--- src/rtl/pol_win_sched.sv ---
// Address-window scheduler for the pooling crossbar: steps [AddrMin, AddrMax) across the job range.
// Optional macro POL_WS_WRAP_EN: the window wraps back to the start base until every core is done.
module pol_win_sched #(
  parameter int POOL_CORE  = 6,
  parameter int IDX_WIDTH  = 10,
  parameter int OUT_MAX    = 8,
  parameter int SETTLE_CYC = 2
) (
  input  logic                           clk,
  input  logic                           rst_n,
  input  logic                           CCUWS_Start,
  input  logic [IDX_WIDTH-1:0]           CCUWS_AddrBase,
  input  logic [IDX_WIDTH-1:0]           CCUWS_AddrEnd,
  input  logic [IDX_WIDTH-1:0]           CCUWS_WinSize,
  input  logic [POOL_CORE-1:0]           POLWS_AddrVld,
  input  logic [IDX_WIDTH*POOL_CORE-1:0] POLWS_Addr,
  input  logic [POOL_CORE-1:0]           POLWS_CoreDone,
  input  logic                           MICWS_CmdPush,
  input  logic                           MICWS_OfmPop,
  output logic                           WSMIC_Rst,
  output logic [IDX_WIDTH-1:0]           WSMIC_AddrMin,
  output logic [IDX_WIDTH-1:0]           WSMIC_AddrMax,
  output logic                           WSCCU_Busy,
  output logic                           WSCCU_Done,
  output logic                           WSCCU_Err
);

  localparam int OW = $clog2(OUT_MAX + 1);
  localparam int SW = $clog2(SETTLE_CYC + 1);
  localparam logic [OW-1:0] OUT_MAX_C     = OW'(OUT_MAX);
  localparam logic [SW-1:0] SETTLE_LAST_C = SW'(SETTLE_CYC - 1);

  typedef enum logic [2:0] {
    ST_IDLE = 3'd0,
    ST_CLR  = 3'd1,
    ST_RUN  = 3'd2,
    ST_ADV  = 3'd3,
    ST_DONE = 3'd4
  } state_t;

  state_t               state_q, state_d;
  logic [IDX_WIDTH-1:0] base_q, base_d;
  logic [IDX_WIDTH-1:0] end_q, end_d;
  logic [IDX_WIDTH-1:0] ws_q, ws_d;
  logic [IDX_WIDTH-1:0] min_q, min_d;
  logic [IDX_WIDTH-1:0] max_q, max_d;
  logic [OW-1:0]        out_q, out_d;
  logic [SW-1:0]        settle_q, settle_d;
  logic                 rst_q, rst_d;
  logic                 busy_q, busy_d;
  logic                 done_q, done_d;
  logic                 err_q, err_d;
`ifdef POL_WS_WRAP_EN
  logic [IDX_WIDTH-1:0] base0_q, base0_d;
`endif

  logic [POOL_CORE-1:0] hit_s;
  logic                 all_done_s;
  logic                 idle_s;
  logic [IDX_WIDTH:0]   nb_s;

  // Window upper bound, clipped to the range end; the sum is one bit wider so it cannot wrap.
  function automatic logic [IDX_WIDTH-1:0] win_max(input logic [IDX_WIDTH-1:0] b,
                                                   input logic [IDX_WIDTH-1:0] w,
                                                   input logic [IDX_WIDTH-1:0] e);
    logic [IDX_WIDTH:0] sum;
    sum = {1'b0, b} + {1'b0, w};
    if ((w == {IDX_WIDTH{1'b0}}) || (sum > {1'b0, e})) begin
      win_max = e;
    end else begin
      win_max = sum[IDX_WIDTH-1:0];
    end
  endfunction

  for (genvar g = 0; g < POOL_CORE; g++) begin : g_hit
    assign hit_s[g] = POLWS_AddrVld[g]
                    && (POLWS_Addr[g*IDX_WIDTH +: IDX_WIDTH] >= min_q)
                    && (POLWS_Addr[g*IDX_WIDTH +: IDX_WIDTH] <  max_q);
  end

  assign all_done_s = &POLWS_CoreDone;
  assign idle_s     = !(|hit_s) && (out_q == {OW{1'b0}}) && !MICWS_CmdPush;
  assign nb_s       = (ws_q == {IDX_WIDTH{1'b0}}) ? {1'b0, end_q}
                                                  : ({1'b0, base_q} + {1'b0, ws_q});

  // Next-state, window bounds, outstanding/settle counters and output pulses
  always_comb begin
    state_d  = state_q;
    base_d   = base_q;
    end_d    = end_q;
    ws_d     = ws_q;
    min_d    = min_q;
    max_d    = max_q;
    out_d    = out_q;
    settle_d = {SW{1'b0}};
    rst_d    = 1'b0;
    err_d    = err_q;
`ifdef POL_WS_WRAP_EN
    base0_d  = base0_q;
`endif

    // Outstanding reads are only tracked once the crossbar has been cleared for this job
    if ((state_q == ST_RUN) || (state_q == ST_ADV) || (state_q == ST_DONE)) begin
      case ({MICWS_CmdPush, MICWS_OfmPop})
        2'b10: begin
          if (out_q == OUT_MAX_C) begin
            err_d = 1'b1;
          end else begin
            out_d = out_q + OW'(1);
          end
        end
        2'b01: begin
          if (out_q == {OW{1'b0}}) begin
            err_d = 1'b1;
          end else begin
            out_d = out_q - OW'(1);
          end
        end
        default: out_d = out_q;
      endcase
    end else begin
      out_d = out_q;
    end

    case (state_q)
      ST_IDLE: begin
        if (CCUWS_Start) begin
          state_d = ST_CLR;
          base_d  = CCUWS_AddrBase;
          end_d   = CCUWS_AddrEnd;
          ws_d    = CCUWS_WinSize;
          min_d   = CCUWS_AddrBase;
          max_d   = win_max(CCUWS_AddrBase, CCUWS_WinSize, CCUWS_AddrEnd);
          rst_d   = 1'b1;
          err_d   = 1'b0;
          out_d   = {OW{1'b0}};
`ifdef POL_WS_WRAP_EN
          base0_d = CCUWS_AddrBase;
`endif
        end else begin
          state_d = ST_IDLE;
        end
      end
      ST_CLR: begin
        out_d = {OW{1'b0}};
        if (base_q >= end_q) begin
          state_d = ST_DONE;
          min_d   = {IDX_WIDTH{1'b0}};
          max_d   = {IDX_WIDTH{1'b0}};
        end else begin
          state_d = ST_RUN;
        end
      end
      ST_RUN: begin
        if (all_done_s && (out_q == {OW{1'b0}})) begin
          state_d = ST_DONE;
          min_d   = {IDX_WIDTH{1'b0}};
          max_d   = {IDX_WIDTH{1'b0}};
        end else if (idle_s && (settle_q == SETTLE_LAST_C)) begin
          state_d = ST_ADV;
        end else if (idle_s) begin
          settle_d = settle_q + SW'(1);
        end else begin
          settle_d = {SW{1'b0}};
        end
      end
      ST_ADV: begin
        if (nb_s >= {1'b0, end_q}) begin
`ifdef POL_WS_WRAP_EN
          if (!all_done_s) begin
            state_d = ST_RUN;
            base_d  = base0_q;
            min_d   = base0_q;
            max_d   = win_max(base0_q, ws_q, end_q);
          end else begin
            state_d = ST_DONE;
            min_d   = {IDX_WIDTH{1'b0}};
            max_d   = {IDX_WIDTH{1'b0}};
          end
`else
          state_d = ST_DONE;
          min_d   = {IDX_WIDTH{1'b0}};
          max_d   = {IDX_WIDTH{1'b0}};
`endif
        end else begin
          state_d = ST_RUN;
          base_d  = nb_s[IDX_WIDTH-1:0];
          min_d   = nb_s[IDX_WIDTH-1:0];
          max_d   = win_max(nb_s[IDX_WIDTH-1:0], ws_q, end_q);
        end
      end
      ST_DONE: begin
        state_d = ST_IDLE;
      end
      default: begin
        state_d = ST_IDLE;
        min_d   = {IDX_WIDTH{1'b0}};
        max_d   = {IDX_WIDTH{1'b0}};
      end
    endcase

    busy_d = (state_d != ST_IDLE);
    done_d = (state_d == ST_DONE);
  end

  // State, job configuration and registered outputs
  always_ff @(posedge clk or negedge rst_n) begin
    if (!rst_n) begin
      state_q  <= ST_IDLE;
      base_q   <= {IDX_WIDTH{1'b0}};
      end_q    <= {IDX_WIDTH{1'b0}};
      ws_q     <= {IDX_WIDTH{1'b0}};
      min_q    <= {IDX_WIDTH{1'b0}};
      max_q    <= {IDX_WIDTH{1'b0}};
      out_q    <= {OW{1'b0}};
      settle_q <= {SW{1'b0}};
      rst_q    <= 1'b0;
      busy_q   <= 1'b0;
      done_q   <= 1'b0;
      err_q    <= 1'b0;
`ifdef POL_WS_WRAP_EN
      base0_q  <= {IDX_WIDTH{1'b0}};
`endif
    end else begin
      state_q  <= state_d;
      base_q   <= base_d;
      end_q    <= end_d;
      ws_q     <= ws_d;
      min_q    <= min_d;
      max_q    <= max_d;
      out_q    <= out_d;
      settle_q <= settle_d;
      rst_q    <= rst_d;
      busy_q   <= busy_d;
      done_q   <= done_d;
      err_q    <= err_d;
`ifdef POL_WS_WRAP_EN
      base0_q  <= base0_d;
`endif
    end
  end

  assign WSMIC_Rst     = rst_q;
  assign WSMIC_AddrMin = min_q;
  assign WSMIC_AddrMax = max_q;
  assign WSCCU_Busy    = busy_q;
  assign WSCCU_Done    = done_q;
  assign WSCCU_Err     = err_q;

endmodule

--- config.mk ---
export PLATFORM = sky130hd
export DESIGN_NAME = pol_win_sched
export DESIGN_NICKNAME = d
export VERILOG_FILES = /design/src/rtl/pol_win_sched.sv
export SDC_FILE = /design/constraint.sdc
export NUM_CORES = 1
export LEC_CHECK = 0
export ABC_AREA = 0
export ABC_CLOCK_PERIOD_IN_PS = 5680
export CORE_MARGIN = 2
export CORE_UTILIZATION = 31
export CTS_BUF_LIST = sky130_fd_sc_hd__clkbuf_2
export DETAILED_ROUTE_END_ITERATION = 10
export DONT_BUFFER_PORTS = 1
export SLEW_MARGIN = 20
export SYNTH_ARGS = -nofsm -noshare
export SYNTH_HDL_FRONTEND = slang
export SYNTH_SLANG_ARGS = --single-unit
--- constraint.sdc ---
create_clock -name clk -period 5.68 [get_ports clk]
set_clock_uncertainty 0.1 [all_clocks]
set_input_delay 0.568 -clock clk [delete_from_list [all_inputs] [get_ports clk]]
set_output_delay 0.568 -clock clk [all_outputs]
set_load 0.01 [all_outputs]
==> flow_summary.rst, run 1 <==
.. list-table::
   :header-rows: 1

   * - Metric
     - Value
   * - Share of the synthesized area in the top cell type
     - 30.5%
   * - Die width
     - 162 um
   * - RSZ-0062 raised after global routing
     - false
   * - Antenna Nets Post-Route
     - 0
   * - Mux cell area share after synthesis
     - 1.41%
   * - Number of sinks on the clock net
     - 63
   * - Compound-gate portion of the synthesized area
     - 23.8%
   * - Hold WC Path Type
     - in -> reg
   * - Full die area
     - 0.0264 sq mm
   * - Area Growth Syn to Fin
     - 7.47%
   * - DIE HEIGHT
     - 162 um
   * - Register bit count reported by yosys
     - 63
   * - Data arrival time of the critical path
     - 5.42 ns
   * - Remaining Overflow, GRT
     - 0
   * - Post-synthesis xor/xnor area fraction
     - 2.25%
   * - Global-route wire length before repair
     - 38200 um
   * - Main combinational cell family by area after synthesis
     - adder cells
   * - Synth area leaders
     - sky130_fd_sc_hd__ha_1, sky130_fd_sc_hd__dfrtp_1, sky130_fd_sc_hd__nand2_1, sky130_fd_sc_hd__a21o_1, sky130_fd_sc_hd__a21oi_1
   * - Ys Warns
     - 0
   * - Standby leakage power
     - 3.98 nW
   * - Leading cell type by number of instances after synthesis
     - sky130_fd_sc_hd__ha_1
   * - Net Sw Power
     - 3.26 mW
   * - Via count of the first global-routing pass
     - 6933
   * - Worst voltage drop across the vdd grid
     - 0.472 mV
   * - Sum of net half-perimeters after detailed placement
     - 21000 um
   * - Count of cell types in the netlist
     - 64
   * - Netlist area before placement
     - 0.00778 sq mm
   * - Crit start category
     - flip-flop
   * - Result of the run
     - finished, final reports clean
   * - Clock period minus worst slack
     - 5.07 ns
   * - Port Buffers
     - 0
   * - Overall fraction of global-route tracks in use
     - 19.0%
   * - Count of final max-slew check failures
     - 0
   * - Number of antenna violations at the first check in global routing
     - 1
   * - Maximum number of pins on one net before global-route repair
     - 64
   * - Detailed-route via count
     - 7024
   * - Slowest CP cell
     - sky130_fd_sc_hd__dfrtp_1
   * - Post-detailed-route DRC marker count
     - 0
   * - Post-Route Setup TNS
     - 0 ns
   * - Most frequent cells after synthesis
     - sky130_fd_sc_hd__ha_1, sky130_fd_sc_hd__nand2_1, sky130_fd_sc_hd__inv_1, sky130_fd_sc_hd__dfrtp_1, sky130_fd_sc_hd__a21oi_1
   * - Sequential cell area fraction in the yosys report
     - 20.3%
   * - Maximum net fanout on the critical path
     - 7
   * - Part of the total power dissipated in sequential elements
     - 15.3%
   * - Endpoint type of the worst setup path
     - flip-flop
   * - GP Congestion
     - 0.887
   * - Post-CTS Repair Setup Buffers
     - 0
   * - Gate power share
     - 80.1%
   * - Fraction of layout instances using a drive strength above 1
     - 3.72%
   * - Number of fill cells
     - 2567
   * - Slew at the pin closest to its max-slew limit
     - 0.937 ns
   * - Count of maximum capacitance violations
     - 0
   * - Ports placed on the boundary
     - 131
   * - Cts bufs inserted
     - 9
   * - Fraction of power consumed by the clock network
     - 4.6%
   * - Total setup violations reported at the end of the flow
     - 0
   * - Total number of H-tree levels
     - 3
   * - Top cell type by total area after synthesis
     - sky130_fd_sc_hd__ha_1
   * - Routed wire per std cell
     - 20.2 um
   * - Total iterations of the first detailed-routing run
     - 5
   * - Buffer depth of the longest clock path
     - 2
   * - Row Count
     - 57
   * - Number of nets in the layout
     - 1210
   * - Crit share post-route
     - 89.3%
   * - Count of non-filler cells in the finished layout
     - 1239
   * - Clock Root Buffer
     - sky130_fd_sc_hd__clkbuf_2
   * - Highest clock rate
     - 197 MHz
   * - Critical path class
     - reg -> reg
   * - Clk Latency, worst-skew pair
     - 0.56 ns
   * - Crit-path most repeated cell
     - sky130_fd_sc_hd__ha_1
   * - Largest stage delay on the critical path
     - 0.50 ns
   * - Proportion of total power due to net switching
     - 55.0%
   * - Final hold violation count
     - 0
   * - Clock-pin transition on the worst setup and hold timing paths
     - 0.18 ns
   * - Internal power contribution
     - 2.67 mW
   * - Iteration-0 DRC Markers
     - 449
   * - Net count after synthesis
     - 1202
   * - Max-slew headroom at the worst pin
     - 37.4%
   * - Crit path cell chain
     - ha_1 -> a211oi_1 -> nor2_1 -> o21ai_0 -> nand2b_1 -> xnor2_1 -> o21ai_0 -> ha_1 -> nor3_1 -> nor2_1 -> and2_1 -> a311o_1 -> ha_1 -> nand3_1 -> nor3_1 -> o211ai_1 -> o31ai_1 -> a21oi_1 -> a221o_1
   * - Simple-gate share of the synthesized area
     - 16.7%
   * - Per-instance average area after synthesis
     - 8.63 sq um
   * - Total wire length
     - 25000 um
   * - Area of the core region
     - 0.0245 sq mm
   * - Adder-cell area share of the yosys netlist
     - 31.3%
   * - Cells after synthesis
     - 902
   * - Total placed cells including tap cells
     - 1214
   * - EDFF count, synth
     - 0
   * - Share of synthesized flip-flops with an asynchronous set or reset
     - 100%
   * - Avg Vias per Cell
     - 5.67
   * - Setup slack of the worst register-to-register path
     - 0.61 ns
   * - Power per Cell Area
     - 709 mW/mm^2
   * - Post-synth top flop
     - sky130_fd_sc_hd__dfrtp_1
   * - CP required
     - 6.03 ns
   * - CTS tree
     - done
   * - Effective utilization at floorplan
     - 31.8%
per-stage QoR:
step                      setup WS [ns]  utilization, %  hold slack [ns]  power (mW)  instance area (sq um)
final                             0.608            34.2           0.0174        5.93                   8370
after global routing              0.171            34.2          0.00865        6.60                   8370
after CTS                         0.708            34.1          0.00288        5.89                   8340
after detailed placement          0.743            33.3            0.179        5.58                   8160
after global placement            0.860            33.3            0.179        5.51                   8160
after floorplan                    1.19               -            0.172        4.44                   7780
worst max-delay path: cells and delay by family (launching register included):
family          cells  cell delay [ns]
simple gates        7             1.00
fa+ha+maj           3             1.00
xor+xnor            1             0.12
flops               1             0.50
compound gates      8             2.22
sequential cells by signal, summed over array words and instances (netlist names):
register and count:
end_q 10, WSCCU_Busy 1, out_q 4, ws_q 10, state_q 3, WSMIC_Rst 1
base_q 10, WSCCU_Done 1, WSMIC_AddrMin 10, settle_q 2, WSCCU_Err 1, WSMIC_AddrMax 10
power groups by stage:
stage | clock network, mW | logic, mW | registers, mW
after floorplan | 0 | 3.64 | 0.794
after global placement | 0 | 4.59 | 0.917
after detailed placement | 0 | 4.65 | 0.920
after CTS | 0.275 | 4.71 | 0.911
after global routing | 0.300 | 5.36 | 0.934
final | 0.272 | 4.75 | 0.910
area by class of cell:
| type | count | area (sq um) | area share [%] |
|---|---|---|---|
| Clock buffer | 10 | 50.0 | 0.598 |
| Tap cell | 324 | 405 | 4.85 |
| Sequential cell | 63 | 1580 | 18.8 |
| Antenna cell | 1 | 2.50 | 0.0299 |
| Timing Repair Buffer | 15 | 153 | 1.82 |
| Multi-Input combinational cell | 753 | 5870 | 70.2 |
| Inverter | 68 | 255 | 3.05 |
| Clock inverter | 5 | 50.0 | 0.598 |
per-layer routing:
layer	GRT usage, %	vias to the layer above	wire (um)
li1	-	3437	-
met1	22.8	3363	10400
met5	0	-	0
met2	33.5	196	12000
met3	5.40	28	2180
met4	4.34	0	367
layout by cell type (no fill, tap or decap), types with 17 or more instances in the layout:
cell type,synthesis,final
sky130_fd_sc_hd__a21o_1,40,40
sky130_fd_sc_hd__a21oi_1,58,58
sky130_fd_sc_hd__dfrtp_1,63,63
sky130_fd_sc_hd__ha_1,190,190
sky130_fd_sc_hd__inv_1,68,68
sky130_fd_sc_hd__nand2_1,82,82
sky130_fd_sc_hd__nand3_1,33,33
sky130_fd_sc_hd__nand4_1,17,17
sky130_fd_sc_hd__nor2_1,42,42
sky130_fd_sc_hd__nor3_1,20,20
sky130_fd_sc_hd__o21ai_0,44,44
worst paths after layout:
kind	startpoint	to	cells past startpoint
worst max-delay path	ws_q[1]$_DFFE_PN0P_	WSMIC_AddrMax[0]$_DFFE_PN0P_	19
worst min-delay path	CCUWS_AddrEnd[4]	end_q[4]$_DFFE_PN0P_	2
worst max register to register	ws_q[1]$_DFFE_PN0P_	WSMIC_AddrMax[0]$_DFFE_PN0P_	19
worst min register to register	settle_q[0]$_DFF_PN0_	settle_q[0]$_DFF_PN0_	1
max in group asynchronous	rst_n	ws_q[0]$_DFFE_PN0P_	2
min in group asynchronous	rst_n	WSMIC_Rst$_DFF_PN0_	2
timing repair:
| action | in CTS | in global routing |
|---|---|---|
| hold endpoints to repair | 68 | 2 |
| setup endpoints to repair | 0 | 0 |
| hold buffers | 7 | 2 |
| gates resized for setup | 0 | 0 |
kinds of logic after synthesis:
| logic type | count (synthesis) |
|---|---|
| compound gates | 269 |
| simple gates | 261 |
| fa+ha+maj | 193 |
| buf+inv | 86 |
| flops | 63 |
| xor+xnor | 20 |
| mux | 10 |
No activity file was read; power rests on OpenSTA's default activity.
==> run 2, diff against run 1 <==
- RECOVER_POWER: unset -> 100
==> run 2 against run 1 <==
Net effect: the run now ends with capacitance limit, slew limit left; hold slack improved by 0.011 ns; critical path depth up 2; power decreased by 0.39%; final area is 0.45% lower; combinational power barely moved; register-to-register slack got worse by 0.07 ns; maximum frequency shrank 1.4%; non-clock buffer count did not move; utilization down 0.15 points; sequential share of layout area rose by 0.085 points; critical endpoint is now WSMIC_AddrMax[1]$_DFFE_PN0P_.
==> flow_summary.rst, run 2 (synthesized netlist as in run 1, its figures left out) <==
.. list-table::
   :header-rows: 1

   * - Metric
     - Value
   * - Max-slew headroom at the worst pin
     - -131% (was 37.4%)
   * - Count of final max-slew check failures
     - 107 (was 0)
   * - Most used cells in the layout excluding fill and tap cells
     - sky130_fd_sc_hd__ha_1, sky130_fd_sc_hd__nand2_1, sky130_fd_sc_hd__inv_1 (unchanged)
   * - Total setup violations reported at the end of the flow
     - 0 (unchanged)
   * - DIE HEIGHT
     - 162 um (unchanged)
   * - Post-detailed-route DRC marker count
     - 0 (unchanged)
   * - Crit start category
     - flip-flop (unchanged)
   * - Number of sinks on the clock net
     - 63 (unchanged)
   * - Full die area
     - 0.0264 sq mm (unchanged)
   * - Worst voltage drop across the vdd grid
     - 0.466 mV (was 0.472 mV)
   * - Cell area reported after detailed placement
     - 0.00816 sq mm (unchanged)
   * - Area of the core region
     - 0.0245 sq mm (unchanged)
   * - Iteration-0 DRC Markers
     - 450 (was 449)
   * - CTS tree
     - done (unchanged)
   * - GP Congestion
     - 0.887 (unchanged)
   * - Maximum net fanout on the critical path
     - 12 (was 7)
   * - Via count of the first global-routing pass
     - 6933 (unchanged)
   * - Count of maximum capacitance violations
     - 2 (was 0)
   * - Crit path cell chain
     - ha_1 -> a211oi_1 -> nor2_1 -> o21ai_0 -> nand2b_1 -> xnor2_1 -> o21ai_0 -> ha_1 -> nor3_1 -> nor2_1 -> a2111oi_0 -> a311o_1 -> ha_1 -> nand3_1 -> nor3_1 -> nor3_1 -> o21ai_0 -> clkbuf_2 -> and4_1 -> o21ai_0 -> o221ai_1 (was ha_1 -> a211oi_1 -> nor2_1 -> o21ai_0 -> nand2b_1 -> xnor2_1 -> o21ai_0 -> ha_1 -> nor3_1 -> nor2_1 -> and2_1 -> a311o_1 -> ha_1 -> nand3_1 -> nor3_1 -> o211ai_1 -> o31ai_1 -> a21oi_1 -> a221o_1)
   * - Power per Cell Area
     - 709 mW/mm^2 (about the same)
   * - Logic depth of the worst path, buffers included
     - 21 (was 19)
   * - Routed wire per std cell
     - 20.1 um (was 20.2 um)
   * - Crit-path most repeated cell
     - sky130_fd_sc_hd__o21ai_0 (was sky130_fd_sc_hd__ha_1)
   * - Buffer depth of the longest clock path
     - 2 (unchanged)
   * - Family with the most delay on the worst path
     - compound AO/OA/AOI/OAI gates (unchanged)
   * - Detailed-route via count
     - 7007 (was 7024)
   * - Number of cells on the worst hold path
     - 2 (unchanged)
   * - Critical path buffer and inverter count
     - 1 (was 0)
   * - Remaining Overflow, GRT
     - 0 (unchanged)
   * - Part of the total power dissipated in sequential elements
     - 15.4% (was 15.3%)
   * - Slowest CP cell
     - sky130_fd_sc_hd__dfrtp_1 (unchanged)
   * - Standby leakage power
     - 3.96 nW (was 3.98 nW)
   * - Effective utilization at floorplan
     - 31.8% (unchanged)
   * - Hold WC Path Type
     - in -> reg (unchanged)
   * - Final core utilization
     - 34.0% (was 34.2%)
   * - Met1 layer usage reported by global route
     - 22.8% (unchanged)
   * - Number of gates resized after CTS
     - 0 (unchanged)
   * - Proportion of total power due to net switching
     - 55.1% (was 55.0%)
   * - Number of nets in the layout
     - 1210 (unchanged)
   * - Final std cell area, no fill
     - 0.00833 sq mm (was 0.00837 sq mm)
   * - Data arrival time of the critical path
     - 5.45 ns (was 5.42 ns)
   * - Result of the run
     - complete, but fails checks (was finished, final reports clean)
   * - Net Sw Power
     - 3.25 mW (was 3.26 mW)
   * - RSZ-0062 raised after global routing
     - false (unchanged)
   * - Met2 layer usage reported by global route
     - 33.5% (unchanged)
   * - Die width
     - 162 um (unchanged)
   * - Register Area
     - 0.00158 sq mm (unchanged)
   * - Global-route wire length before repair
     - 38200 um (unchanged)
   * - Clock-pin transition on the worst setup and hold timing paths
     - 0.18 ns (about the same)
   * - Worst setup timing slack at the placement stage
     - 0.743 ns (unchanged)
   * - Slew at the pin closest to its max-slew limit
     - 3.47 ns (was 0.937 ns)
   * - Avg Vias per Cell
     - 5.66 (was 5.67)
   * - Final hold violation count
     - 0 (unchanged)
   * - Total placed cells including tap cells
     - 1214 (unchanged)
   * - Internal power contribution
     - 2.66 mW (was 2.67 mW)
   * - Count of non-filler cells in the finished layout
     - 1239 (unchanged)
   * - Row Count
     - 57 (unchanged)
   * - Number of fill cells
     - 2571 (was 2567)
   * - Number of antenna violations at the first check in global routing
     - 1 (unchanged)
   * - Overall fraction of global-route tracks in use
     - 19.0% (unchanged)
   * - Clock period minus worst slack
     - 5.14 ns (was 5.07 ns)
   * - Violated checks
     - capacitance limit, slew limit
   * - Final hold slack
     - 0.0286 ns (was 0.0174 ns)
   * - Total iterations of the first detailed-routing run
     - 5 (unchanged)
   * - Worst setup slack after layout
     - 0.536 ns (was 0.608 ns)
   * - Most common cell after layout, fill and taps aside
     - sky130_fd_sc_hd__ha_1 (unchanged)
   * - Total wire length
     - 25000 um (about the same)
   * - Busiest layer in global routing
     - met2 (unchanged)
   * - Ports placed on the boundary
     - 131 (unchanged)
   * - Antenna Nets Post-Route
     - 0 (unchanged)
   * - Grt met3 use
     - 5.40% (unchanged)
   * - Port Buffers
     - 0 (unchanged)
   * - Total number of H-tree levels
     - 3 (unchanged)
   * - Sum of net half-perimeters after detailed placement
     - 21000 um (unchanged)
   * - Critical path class
     - reg -> reg (unchanged)
   * - Fraction of power consumed by the clock network
     - 4.6% (about the same)
   * - Overall Power
     - 5.91 mW (was 5.93 mW)
   * - Area Growth Syn to Fin
     - 6.99% (was 7.47%)
   * - Post-Route Setup TNS
     - 0 ns (unchanged)
   * - Largest stage delay on the critical path
     - 0.50 ns (about the same)
   * - Fraction of layout instances using a drive strength above 1
     - 3.28% (was 3.72%)
   * - Crit share post-route
     - 90.6% (was 89.3%)
   * - Cts bufs inserted
     - 9 (unchanged)
   * - Area used by multi-input combinational logic
     - 0.00587 sq mm (unchanged)
   * - Depth of the worst register-to-register path
     - 21 (was 19)
   * - Clk Latency, worst-skew pair
     - 0.54 ns (was 0.56 ns)
   * - Highest clock rate
     - 194 MHz (was 197 MHz)
   * - Clock Root Buffer
     - sky130_fd_sc_hd__clkbuf_2 (unchanged)
   * - CP required
     - 5.98 ns (was 6.03 ns)
   * - Maximum number of pins on one net before global-route repair
     - 64 (unchanged)
   * - Endpoint type of the worst setup path
     - flip-flop (unchanged)
   * - Gate power share
     - 80.0% (was 80.1%)
[run 2: cell count changes in the layout (fill, tap and decap cells not counted)]
cell	delta
sky130_fd_sc_hd__buf_16	-1
sky130_fd_sc_hd__o21ai_1	-1
sky130_fd_sc_hd__buf_4	-4
sky130_fd_sc_hd__clkbuf_1	+4
sky130_fd_sc_hd__clkbuf_2	+1
sky130_fd_sc_hd__o21ai_0	+1
[run 2: worst paths after layout]
check,from,to,slack (ns)
worst max-delay path,ws_q[1]$_DFFE_PN0P_,WSMIC_AddrMax[1]$_DFFE_PN0P_,0.54
worst max register to register,ws_q[1]$_DFFE_PN0P_,WSMIC_AddrMax[1]$_DFFE_PN0P_,0.54
worst min-delay path,CCUWS_AddrEnd[1],end_q[1]$_DFFE_PN0P_,0.03
max in group asynchronous,rst_n,ws_q[0]$_DFFE_PN0P_,1.90
worst min register to register,settle_q[0]$_DFF_PN0_,settle_q[0]$_DFF_PN0_,0.35
min in group asynchronous,rst_n,ws_q[6]$_DFFE_PN0P_,1.64
[run 2: area by class of cell]
cell class / instances / share of cell area, %
clock buffers: 10 / 0.601
clock inverters: 5 / 0.601
flip-flops and latches: 63 / 18.9
inverters: 68 / 3.06
well taps: 324 / 4.87
multi-input cells: 753 / 70.5
repair buffers: 15 / 1.38
diodes: 1 / 0.0300
[run 2: power by group through the flow]
stage	clock network (mW)	logic [mW]	registers, mW
final	0.270	4.73	0.909
after global routing	0.300	5.35	0.935
after CTS	0.275	4.71	0.911
after detailed placement	0	4.65	0.920
after global placement	0	4.59	0.917
after floorplan	0	3.64	0.794
[run 2: repair_timing]
item | 4_1_cts | 5_1_grt
buffers inserted | 0 | 0
hold buffers | 7 | 2
hold endpoints to repair | 68 | 2
[run 2: routing by layer]
metal | wire, um | share of wire (%)
met5 | 0 | 0
met4 | 355 | 1.4
met3 | 2140 | 8.6
met2 | 12000 | 48
met1 | 10400 | 42
==> run 3, diff against run 2 <==
- CTS_BUF_LIST: sky130_fd_sc_hd__clkbuf_2 -> sky130_fd_sc_hd__clkbuf_4 sky130_fd_sc_hd__clkbuf_8 sky130_fd_sc_hd__clkbuf_16
==> run 3 against run 2 <==
Net effect: the run still ends with capacitance limit, slew limit left; hold slack improved by 0.21 ns; final area up 1.2%; sequential cell count stayed put; utilization increased by 0.41 points; via count is 0.13% lower; global-route usage decreased by 0.16 points; critical path depth did not move; routed wire length shrank 0.58%; sequential power up 0.8%; final cell count shrank 0.73%; first-iteration DRC count is 4.4% lower; register-to-register slack improved by 0.04 ns; critical path type unchanged; highest routed layer unchanged.
==> flow_summary.rst, run 3 (synthesized netlist as in run 1, its figures left out) <==
.. list-table::
   :header-rows: 1

   * - Metric
     - Value
   * - Result of the run
     - complete, but fails checks (unchanged)
   * - Violated checks
     - capacitance limit, slew limit (unchanged)
   * - Crit start category
     - flip-flop (unchanged)
   * - Slew at the pin closest to its max-slew limit
     - 3.43 ns (was 3.47 ns)
   * - Post-detailed-route DRC marker count
     - 0 (unchanged)
   * - Post-Route Setup TNS
     - 0 ns (unchanged)
   * - Most used cells in the layout excluding fill and tap cells
     - sky130_fd_sc_hd__ha_1, sky130_fd_sc_hd__nand2_1, sky130_fd_sc_hd__inv_1 (unchanged)
   * - Clock-pin transition on the worst setup and hold timing paths
     - 0.05 ns (was 0.18 ns)
   * - Routed wire per std cell
     - 20.2 um (was 20.1 um)
   * - Die width
     - 162 um (unchanged)
   * - Gate power share
     - 76.5% (was 80.0%)
   * - Iteration-0 DRC Markers
     - 430 (was 450)
   * - Fraction of power consumed by the clock network
     - 8.7% (was 4.6%)
   * - Post-CTS Repair Setup Buffers
     - 0 (unchanged)
   * - Highest clock rate
     - 196 MHz (was 194 MHz)
   * - Number of nets in the layout
     - 1202 (was 1210)
   * - Avg Vias per Cell
     - 5.69 (was 5.66)
   * - Global-route wire length before repair
     - 38100 um (was 38200 um)
   * - Worst voltage drop across the vdd grid
     - 0.455 mV (was 0.466 mV)
   * - Maximum net fanout on the critical path
     - 12 (unchanged)
   * - Met2 layer usage reported by global route
     - 33.3% (was 33.5%)
   * - Remaining Overflow, GRT
     - 0 (unchanged)
   * - Net Sw Power
     - 3.27 mW (was 3.25 mW)
   * - Total setup violations reported at the end of the flow
     - 0 (unchanged)
   * - Data arrival time of the critical path
     - 5.17 ns (was 5.45 ns)
   * - Fraction of layout instances using a drive strength above 1
     - 3.31% (was 3.28%)
   * - Met1 layer usage reported by global route
     - 22.6% (was 22.8%)
   * - Total wire length
     - 24800 um (was 25000 um)
   * - Part of the total power dissipated in sequential elements
     - 14.8% (was 15.4%)
   * - Sum of net half-perimeters after detailed placement
     - 21000 um (unchanged)
   * - Worst setup timing slack at the placement stage
     - 0.743 ns (unchanged)
   * - Detailed-route via count
     - 6998 (was 7007)
   * - Maximum number of pins on one net before global-route repair
     - 64 (unchanged)
   * - Count of final max-slew check failures
     - 107 (unchanged)
   * - Overall fraction of global-route tracks in use
     - 18.8% (was 19.0%)
   * - Endpoint type of the worst setup path
     - flip-flop (unchanged)
   * - Number of sinks on the clock net
     - 63 (unchanged)
   * - CTS tree
     - done (unchanged)
   * - Max-slew headroom at the worst pin
     - -128% (was -131%)
   * - Final hold slack
     - 0.240 ns (was 0.0286 ns)
   * - Clk Latency, worst-skew pair
     - 0.33 ns (was 0.54 ns)
   * - Internal power contribution
     - 2.90 mW (was 2.66 mW)
   * - Final hold violation count
     - 0 (unchanged)
   * - Total iterations of the first detailed-routing run
     - 7 (was 5)
   * - Area of the core region
     - 0.0245 sq mm (unchanged)
   * - Ports placed on the boundary
     - 131 (unchanged)
   * - Area Growth Syn to Fin
     - 8.28% (was 6.99%)
   * - Worst setup slack after layout
     - 0.577 ns (was 0.536 ns)
   * - Clock period minus worst slack
     - 5.10 ns (was 5.14 ns)
   * - Total number of H-tree levels
     - 3 (unchanged)
   * - Clock Root Buffer
     - sky130_fd_sc_hd__clkbuf_16 (was sky130_fd_sc_hd__clkbuf_2)
   * - GP Congestion
     - 0.887 (unchanged)
   * - Buffer depth of the longest clock path
     - 2 (unchanged)
   * - Row Count
     - 57 (unchanged)
   * - Critical path class
     - reg -> reg (unchanged)
   * - Standby leakage power
     - 4.00 nW (was 3.96 nW)
   * - Hold WC Path Type
     - in -> reg (unchanged)
   * - Cts bufs inserted
     - 9 (unchanged)
   * - Number of gates resized after CTS
     - 0 (unchanged)
   * - Effective utilization at floorplan
     - 31.8% (unchanged)
   * - Crit share post-route
     - 89.8% (was 90.6%)
   * - Total placed cells including tap cells
     - 1214 (unchanged)
   * - Diode insertion count for antenna repair
     - 0 (was 1)
   * - Port Buffers
     - 0 (unchanged)
   * - Antenna Nets Post-Route
     - 0 (unchanged)
   * - RSZ-0062 raised after global routing
     - false (unchanged)
   * - Number of antenna violations at the first check in global routing
     - 0 (was 1)
   * - Via count of the first global-routing pass
     - 6895 (was 6933)
   * - Power per Cell Area
     - 732 mW/mm^2 (was 709 mW/mm^2)
   * - Full die area
     - 0.0264 sq mm (unchanged)
   * - CP required
     - 5.75 ns (was 5.98 ns)
   * - Most common cell after layout, fill and taps aside
     - sky130_fd_sc_hd__ha_1 (unchanged)
   * - Grt met3 use
     - 5.60% (was 5.40%)
   * - Count of non-filler cells in the finished layout
     - 1230 (was 1239)
   * - Count of maximum capacitance violations
     - 2 (unchanged)
   * - Overall Power
     - 6.17 mW (was 5.91 mW)
   * - Busiest layer in global routing
     - met2 (unchanged)
   * - Proportion of total power due to net switching
     - 53.1% (was 55.1%)
   * - DIE HEIGHT
     - 162 um (unchanged)
==> run 3: cell count changes in the layout (fill, tap and decap cells not counted) <==
cell	before	now
sky130_fd_sc_hd__clkbuf_16	0	9
sky130_fd_sc_hd__clkbuf_2	11	1
sky130_fd_sc_hd__clkbuf_4	0	1
sky130_fd_sc_hd__diode_2	1	0
sky130_fd_sc_hd__dlygate4sd3_1	8	0
==> run 3: worst max-delay path, stage by stage, from the launching register on <==
cell and delay [ns]:
sky130_fd_sc_hd__dfrtp_1 0.46, sky130_fd_sc_hd__ha_1 0.32, sky130_fd_sc_hd__a211oi_1 0.39, sky130_fd_sc_hd__nor2_1 0.09, sky130_fd_sc_hd__o21ai_0 0.16, sky130_fd_sc_hd__nand2b_1 0.08, sky130_fd_sc_hd__xnor2_1 0.12, sky130_fd_sc_hd__o21ai_0 0.38
sky130_fd_sc_hd__ha_1 0.37, sky130_fd_sc_hd__nor3_1 0.16, sky130_fd_sc_hd__nor2_1 0.08, sky130_fd_sc_hd__a2111oi_0 0.45, sky130_fd_sc_hd__a311o_1 0.21, sky130_fd_sc_hd__ha_1 0.25, sky130_fd_sc_hd__nand3_1 0.12, sky130_fd_sc_hd__nor3_1 0.08
sky130_fd_sc_hd__nor3_1 0.20, sky130_fd_sc_hd__o21ai_0 0.16, sky130_fd_sc_hd__clkbuf_2 0.24, sky130_fd_sc_hd__and4_1 0.23, sky130_fd_sc_hd__o21ai_0 0.17, sky130_fd_sc_hd__o221ai_1 0.13
==> run 3: layout make-up <==
type | count | area (sq um)
fillers | 2550 | 16000
multi-input cells | 753 | 5870
flip-flops and latches | 63 | 1580
well taps | 324 | 405
inverters | 68 | 255
clock buffers | 10 | 233
clock inverters | 5 | 50.0
repair buffers | 7 | 35.0
==> run 3: path summary, 6_finish.rpt <==
check / startpoint / end / slack [ns] / cells past startpoint
worst max-delay path: ws_q[1]$_DFFE_PN0P_ / WSMIC_AddrMax[1]$_DFFE_PN0P_ / 0.58 / 21
worst min register to register: settle_q[0]$_DFF_PN0_ / settle_q[0]$_DFF_PN0_ / 0.34 / 1
worst min-delay path: CCUWS_WinSize[4] / ws_q[4]$_DFFE_PN0P_ / 0.24 / 2
min in group asynchronous: rst_n / WSMIC_Rst$_DFF_PN0_ / 1.30 / 1
max in group asynchronous: rst_n / WSMIC_AddrMin[0]$_DFFE_PN0P_ / 2.26 / 1
worst max register to register: ws_q[1]$_DFFE_PN0P_ / WSMIC_AddrMax[1]$_DFFE_PN0P_ / 0.58 / 21
==> run 3: power by group through the flow <==
stage,Combinational [mW],Clock (mW),Sequential (mW)
final,4.72,0.536,0.916
after global routing,5.34,0.568,0.939
after CTS,4.70,0.543,0.916
after detailed placement,4.65,0,0.920
after global placement,4.59,0,0.917
after floorplan,3.64,0,0.794
==> run 3: layer usage <==
metal	up-vias	share of wire, %
met5	-	0
li1	3425	-
met3	21	9.2
met2	207	48
met1	3345	41
met4	0	1.2
==> run 3: repair_timing <==
action | 4_1_cts | 5_1_grt
endpoints found under the hold margin | 63 | 0
hold buffers | 1 | 0
setup endpoints to repair | 0 | 0
==> run 3: metrics by stage <==
step	area, sq um	utilization (%)
2_1_floorplan	7780	-
3_3_place_gp	8160	33.3
3_5_place_dp	8160	33.3
4_1_cts	8470	34.6
5_1_grt	8430	34.5
6_report	8430	34.5
